==> src/rtl/load_store_unit.sv <==
// Load/store unit: takes one execute-stage op at a time, issues at most one data-memory
// request, and returns a single-cycle writeback pulse carrying either the result or an exception.
module load_store_unit #(
    parameter int unsigned MEM_TIMEOUT = 255
) (
    input  logic        clk,
    input  logic        rst,
    input  logic        in_valid,
    output logic        in_ready,
    input  logic [31:0] alu_result,
    input  logic [31:0] store_data,
    input  logic        is_load,
    input  logic        is_store,
    input  logic [2:0]  funct3,
    input  logic [4:0]  rd,
    input  logic        reg_we,
    output logic        mem_req,
    output logic        mem_we,
    output logic [31:0] mem_addr,
    output logic [3:0]  mem_wstrb,
    output logic [31:0] mem_wdata,
    input  logic        mem_gnt,
    input  logic        mem_rvalid,
    input  logic [31:0] mem_rdata,
    output logic        wb_valid,
    output logic        wb_we,
    output logic [4:0]  wb_rd,
    output logic [31:0] wb_data,
    output logic        exc_valid,
    output logic [1:0]  exc_cause,
    output logic [31:0] exc_addr
);

    typedef enum logic [1:0] {IDLE, REQ, WAIT, DONE} state_e;

    localparam logic [1:0] EXC_MISALIGNED = 2'd0;
    localparam logic [1:0] EXC_TIMEOUT    = 2'd1;
    localparam logic [1:0] EXC_ILLEGAL    = 2'd2;

    // The counter only has to reach MEM_TIMEOUT-1: the last WAIT cycle decides the timeout.
    localparam int unsigned CW = (MEM_TIMEOUT < 2) ? 1 : $clog2(MEM_TIMEOUT);
    localparam logic [CW-1:0] CNT_LAST = CW'(MEM_TIMEOUT - 1);

    state_e        state_q;
    logic [CW-1:0] cnt_q;
    logic [1:0]    off_q;
    logic [2:0]    funct3_q;
    logic          is_store_q;
    logic          rd_we_q;
    logic          mem_req_q, mem_we_q;
    logic [31:0]   mem_addr_q, mem_wdata_q;
    logic [3:0]    mem_wstrb_q;
    logic          wb_valid_q, wb_we_q;
    logic [4:0]    wb_rd_q;
    logic [31:0]   wb_data_q;
    logic          exc_valid_q;
    logic [1:0]    exc_cause_q;
    logic [31:0]   exc_addr_q;

    logic          illegal_d, misaligned_d;
    logic [3:0]    wstrb_d;
    logic [31:0]   wdata_d;
    logic [7:0]    rbyte_d;
    logic [15:0]   rhalf_d;
    logic [31:0]   rdata_d;

    // Decode of the op presented at the input, used only on the accepting cycle.
    always_comb begin
        // NOTE: every always_comb output gets a default first so no path infers a latch.
        wstrb_d = 4'b1111;
        wdata_d = store_data;
        illegal_d = (is_load && is_store)
                 || (is_load && (funct3 == 3'b011 || funct3[2:1] == 2'b11))
                 || (is_store && funct3 >= 3'b011);
        misaligned_d = (is_load || is_store)
                    && ((funct3[1:0] == 2'b01 && alu_result[0])
                     || (funct3[1:0] == 2'b10 && alu_result[1:0] != 2'b00));
        case (funct3[1:0])
            2'b00: begin
                wstrb_d = 4'b0001 << alu_result[1:0];
                wdata_d = {4{store_data[7:0]}};
            end
            2'b01: begin
                wstrb_d = 4'b0011 << alu_result[1:0];
                wdata_d = {2{store_data[15:0]}};
            end
            default: ;
        endcase
    end

    // Lane selection and extension of returned load data.
    always_comb begin
        rbyte_d = mem_rdata[{off_q, 3'b000} +: 8];
        rhalf_d = off_q[1] ? mem_rdata[31:16] : mem_rdata[15:0];
        rdata_d = mem_rdata;
        case (funct3_q)
            3'b000:  rdata_d = {{24{rbyte_d[7]}}, rbyte_d};
            3'b100:  rdata_d = {24'd0, rbyte_d};
            3'b001:  rdata_d = {{16{rhalf_d[15]}}, rhalf_d};
            3'b101:  rdata_d = {16'd0, rhalf_d};
            default: rdata_d = mem_rdata;
        endcase
    end

    always_ff @(posedge clk or posedge rst) begin
        if (rst) begin
            state_q     <= IDLE;
            cnt_q       <= '0;
            off_q       <= '0;
            funct3_q    <= '0;
            is_store_q  <= 1'b0;
            rd_we_q     <= 1'b0;
            mem_req_q   <= 1'b0;
            mem_we_q    <= 1'b0;
            mem_addr_q  <= '0;
            mem_wstrb_q <= '0;
            mem_wdata_q <= '0;
            wb_valid_q  <= 1'b0;
            wb_we_q     <= 1'b0;
            wb_rd_q     <= '0;
            wb_data_q   <= '0;
            exc_valid_q <= 1'b0;
            exc_cause_q <= '0;
            exc_addr_q  <= '0;
        end else begin
            // NOTE: sequential state uses non-blocking assignments so every register sees pre-edge values.
            case (state_q)
                IDLE: begin
                    if (in_valid) begin
                        off_q      <= alu_result[1:0];
                        funct3_q   <= funct3;
                        is_store_q <= is_store;
                        rd_we_q    <= reg_we && (rd != 5'd0);
                        wb_rd_q    <= rd;
                        wb_data_q  <= alu_result;
                        exc_addr_q <= alu_result;
                        if (illegal_d || misaligned_d) begin
                            state_q     <= DONE;
                            wb_valid_q  <= 1'b1;
                            wb_we_q     <= 1'b0;
                            exc_valid_q <= 1'b1;
                            exc_cause_q <= illegal_d ? EXC_ILLEGAL : EXC_MISALIGNED;
                        end else if (is_load || is_store) begin
                            state_q     <= REQ;
                            mem_req_q   <= 1'b1;
                            mem_we_q    <= is_store;
                            mem_addr_q  <= {alu_result[31:2], 2'b00};
                            mem_wstrb_q <= is_store ? wstrb_d : 4'b0000;
                            mem_wdata_q <= wdata_d;
                        end else begin
                            state_q    <= DONE;
                            wb_valid_q <= 1'b1;
                            wb_we_q    <= reg_we && (rd != 5'd0);
                        end
                    end
                end
                REQ: begin
                    if (mem_gnt) begin
                        mem_req_q   <= 1'b0;
                        mem_we_q    <= 1'b0;
                        mem_wstrb_q <= 4'b0000;
                        if (is_store_q) begin
                            state_q    <= DONE;
                            wb_valid_q <= 1'b1;
                            wb_we_q    <= 1'b0;
                        end else begin
                            state_q <= WAIT;
                            cnt_q   <= '0;
                        end
                    end
                end
                WAIT: begin
                    // Read data beats the timeout when both land on the same cycle.
                    if (mem_rvalid) begin
                        state_q    <= DONE;
                        wb_valid_q <= 1'b1;
                        wb_we_q    <= rd_we_q;
                        wb_data_q  <= rdata_d;
                    end else if (cnt_q == CNT_LAST) begin
                        state_q     <= DONE;
                        wb_valid_q  <= 1'b1;
                        wb_we_q     <= 1'b0;
                        exc_valid_q <= 1'b1;
                        exc_cause_q <= EXC_TIMEOUT;
                    end else begin
                        cnt_q <= cnt_q + CW'(1);
                    end
                end
                DONE: begin
                    state_q     <= IDLE;
                    wb_valid_q  <= 1'b0;
                    wb_we_q     <= 1'b0;
                    exc_valid_q <= 1'b0;
                end
                default: state_q <= IDLE;
            endcase
        end
    end

    assign in_ready  = (state_q == IDLE);
    assign mem_req   = mem_req_q;
    assign mem_we    = mem_we_q;
    assign mem_addr  = mem_addr_q;
    assign mem_wstrb = mem_wstrb_q;
    assign mem_wdata = mem_wdata_q;
    assign wb_valid  = wb_valid_q;
    assign wb_we     = wb_we_q;
    assign wb_rd     = wb_rd_q;
    assign wb_data   = wb_data_q;
    assign exc_valid = exc_valid_q;
    assign exc_cause = exc_cause_q;
    assign exc_addr  = exc_addr_q;

endmodule

==> config.mk <==
export PLATFORM = sky130hd
export DESIGN_NAME = load_store_unit
export DESIGN_NICKNAME = d
export VERILOG_FILES = /design/src/rtl/load_store_unit.sv
export SDC_FILE = /design/constraint.sdc
export NUM_CORES = 1
export LEC_CHECK = 0
export BUFFER_PORTS_ARGS = -buffer_cell sky130_fd_sc_hd__clkbuf_2
export CORE_MARGIN = 10
export CORE_UTILIZATION = 23
export CTS_CLUSTER_SIZE = 10
export DETAILED_ROUTE_END_ITERATION = 8
export SLEW_MARGIN = 25
export SYNTH_ARGS = -nofsm -noshare
export SYNTH_HDL_FRONTEND = slang
export SYNTH_SLANG_ARGS = --single-unit
==> constraint.sdc <==
create_clock -name clk -period 4.3 [get_ports clk]
set_input_delay 0.215 -clock clk [delete_from_list [all_inputs] [get_ports clk]]
set_output_delay 0.215 -clock clk [all_outputs]
set_load 0.02 [all_outputs]
==> results.sh <==
export IMPL_status="finished, final reports clean"
export IMPL_syn_inst=760
export IMPL_layout_common_cells="clkbuf_2, nand2_1, dfrtp_1"
export IMPL_drt_iter0_drc=273
export IMPL_cp_cell_sequence="inv_1, ha_1, buf_4, inv_1, a21oi_4, o21ai_0, o21ai_0"
export IMPL_synth_top_cells_by_area="dfrtp_1, nand2_1, mux2_2"
export IMPL_power_density_mw_per_mm2=802
export IMPL_synth_adder_area_share_pct=1.01
export IMPL_slew_limit_headroom_pct=34.2
export IMPL_cts_sinks=157
export IMPL_reg2reg_depth=7
export IMPL_yosysUniqueCellTypes=53
export IMPL_cts_root_buffer="clkbuf_16"
export IMPL_rrSetupSlack_ps=1570
export IMPL_synthMuxAreaShare_pct=11.7
export IMPL_grt_usage_pct=13.7
export IMPL_cts_tree="built"
export IMPL_setup_violations=0
export IMPL_post_dp_cell_area_sq_mm=0.00907
export IMPL_cp_top_family="compound AO/OA/AOI/OAI gates"
export IMPL_synth_edf_count=0
export IMPL_wirelength_microns=27600
export IMPL_holdPathEnd="mem_addr[28]"
export IMPL_crit_path_end_kind="flop"
export IMPL_grt_pass1_vias=6691
export IMPL_gr_total_overflow=0
export IMPL_cap_violations=0
export IMPL_path_clk_slew_ps=70
export IMPL_tns_ps=0
export IMPL_seqCellArea_sq_mm=0.00393
export IMPL_maxSlewViolCount=0
export IMPL_synth_flop_cell="dfrtp_1"
export IMPL_hpwl_microns=20800
export IMPL_initial_core_util_pct=23.5
export IMPL_switching_power_mw=3.62
export IMPL_drcViolationCount=0
export IMPL_ys_seq_area_share_pct=52.7
export IMPL_skew_ps=8.55
export IMPL_drive_gt1_share_pct=34.4
export IMPL_hold_ws_ps=19.8
export IMPL_vias=6583
export IMPL_drt_first_pass_iters=4
export IMPL_cts_htree_levels=4
export IMPL_cts_resized=0
export IMPL_fillerInstances=3356
export IMPL_antenna_found_initial=3
export IMPL_detail_route_antenna_nets=0
export IMPL_synth_top_family_by_area="simple AND/OR/NAND/NOR gates"
export IMPL_cp_max_fo=38
export IMPL_hold_viol=0
export IMPL_routedWlPerCell_microns=19.3
export IMPL_synth_xor_xnor_area_share_pct=0.706
export IMPL_power_share_clock_pct=18.9
export IMPL_combPwrFrac_pct=47.1
export IMPL_layout_min_cycle_time_ps=2730
export IMPL_synth_compound_area_share_pct=13.7
export IMPL_area_growth_pct=32.1
export IMPL_vias_per_cell=4.60
export IMPL_core_area_sq_mm=0.0317
export IMPL_synth_ff_latch_count=157
export IMPL_gp_congestion=0.805
export IMPL_syn_cell_area_sq_mm=0.00745
export IMPL_clkLatencyLatePin_ps=440
export IMPL_avgSynthCellArea_sq_um=9.80
export IMPL_grt_max_degree=113
export IMPL_cp_arrival_ps=3070
export IMPL_crit_required_ps=4650
export IMPL_worstMarginPinSlew_ps=983
export IMPL_die_width_microns=200
export IMPL_rows=65
export IMPL_ys_warn_count=0
export IMPL_min_from="alu_result[28]"
export IMPL_leakage_nw=4.81
export IMPL_grt_pass1_wl_microns=41200
export IMPL_die_area_sq_mm=0.0400
export IMPL_rsz0062_at_grt="false"
export IMPL_io_pins=257
export IMPL_synth_top_area_share_pct=52.7
export IMPL_synth_simple_area_share_pct=15.6
export IMPL_cts_setup_buffers=0
export IMPL_swShare_pct=46.0
export IMPL_multi_input_area_sq_mm=0.00322
export IMPL_min_period_over_period_pct=63.4
export IMPL_critPathBufInv=3
export IMPL_nets=1130
export IMPL_p_int_mw=4.26
export IMPL_io_buffers=254
export IMPL_worstSetupStartpointType="flop"
export IMPL_hold_path_class="in -> reg"
export IMPL_cts_buffers=17
export IMPL_die_h_microns=200
export IMPL_hold_depth=3
export IMPL_final_area_sq_mm=0.00984
export IMPL_worstReg2RegEnd="wb_data[4]"
export IMPL_fmax_mhz=367
export IMPL_vdd_drop_max_v=0.000406
export IMPL_critical_path_max_stage_delay_ps=760
export IMPL_cp_slowest_cell="a21oi_4"
export IMPL_seq_power_share_pct=34.1
export IMPL_async_flop_share_pct=100
export IMPL_clockBufferDepth=2
export IMPL_final_common_cell="clkbuf_2"
export IMPL_synth_largest_area_cell="dfrtp_1"
export IMPL_critPathKind="reg -> reg"
export IMPL_rr_startpoint="state_q[0]"
==> timing repair <==
item                                    in CTS  in global routing
endpoints found under the setup margin       0                  0
hold buffers                                19                  0
endpoints found under the hold margin       35                  0
==> metrics by stage <==
stage	worst slack, ps	utilization [%]	power, mW	cells
2_1_floorplan	2100	-	5.05	761
3_3_place_gp	1730	28.5	6.37	1375
3_5_place_dp	1650	28.6	6.45	1376
4_1_cts	1630	31.0	7.99	1427
5_1_grt	1390	31.0	8.47	1429
6_report	1570	31.0	7.88	1430
==> sequential cells by signal, summed over array words and instances (netlist names) <==
| signal | flops |
|---|---|
| wb_data | 32 |
| rd_we_q | 1 |
| cnt_q | 8 |
| mem_wdata | 32 |
| funct3_q | 3 |
| mem_we | 1 |
| state_q | 2 |
| mem_req | 1 |
| wb_rd | 5 |
| wb_valid | 1 |
| exc_addr | 31 |
| mem_addr | 30 |
| wb_we | 1 |
| off_q | 1 |
| exc_cause | 2 |
| is_store_q | 1 |
| mem_wstrb | 4 |
| exc_valid | 1 |
==> layer usage <==
metal  vias up  global-route usage, %  routed length (microns)
met5         -                      0                       13
met4         2                   4.43                      457
met3        25                   4.92                     2370
met2       215                   22.0                    13100
met1      3197                   16.7                    11700
li1       3144                      -                        -
==> cell families after synthesis <==
group / count (synthesis)
AND/OR/NAND/NOR: 272
AO/OA/AOI/OAI: 173
flip-flops: 157
multiplexers: 80
buffers and inverters: 65
adder cells (fa/ha/maj): 6
XOR/XNOR: 6
other: 1
==> worst register-to-register path, cell delays in order, from the launching register on <==
cell and delay [ps]:
dfrtp_1 410, inv_1 120, ha_1 150, buf_4 340, inv_1 410, a21oi_4 770
o21ai_0 190, o21ai_0 250
==> Yosys cell counts, drive strengths merged (3+ instances only) <==
cell,number
nand2,175
dfrtp,157
o21ai,79
mux2,47
a21oi,44
nor2,37
mux2i,32
buf,30
clkbuf,19
or3,18
inv,16
nand3,13
a211oi,8
a221oi,7
a31oi,6
ha,6
nor3,6
o221ai,6
xor2,6
and3,5
nand2b,5
o21a,4
a21o,3
and2,3
o211ai,3
==> worst max-delay path by stage <==
stage / slack (ps) / startpoint / depth (start not counted) / to
floorplan: 2100 / rst / 1 / cnt_q[0]
global placement: 1730 / state_q[0] / 7 / wb_data[4]
detailed placement: 1650 / state_q[0] / 7 / wb_data[2]
CTS: 1630 / state_q[0] / 7 / wb_data[3]
global route: 1390 / state_q[0] / 7 / wb_data[1]
finish: 1570 / state_q[0] / 7 / wb_data[4]
==> power groups by stage <==
stage | Combinational [mW] | Sequential [mW] | Clock (mW)
2_1_floorplan | 1.65 | 3.40 | 0
3_3_place_gp | 3.68 | 2.69 | 0
3_5_place_dp | 3.74 | 2.71 | 0
4_1_cts | 3.77 | 2.69 | 1.53
5_1_grt | 4.08 | 2.79 | 1.60
6_report | 3.71 | 2.69 | 1.49
==> area by class of cell <==
cell class                      instances  share of cell area, %
Tap cell                              402                   5.11
Clock buffer                           18                   4.46
Sequential cell                       157                   39.9
Multi-Input combinational cell        539                   32.7
Clock inverter                         14                   1.34
Antenna cell                            3                 0.0763
Timing Repair Buffer                  281                   15.7
Inverter                               16                  0.649
No activity file was read; power rests on OpenSTA's default activity.
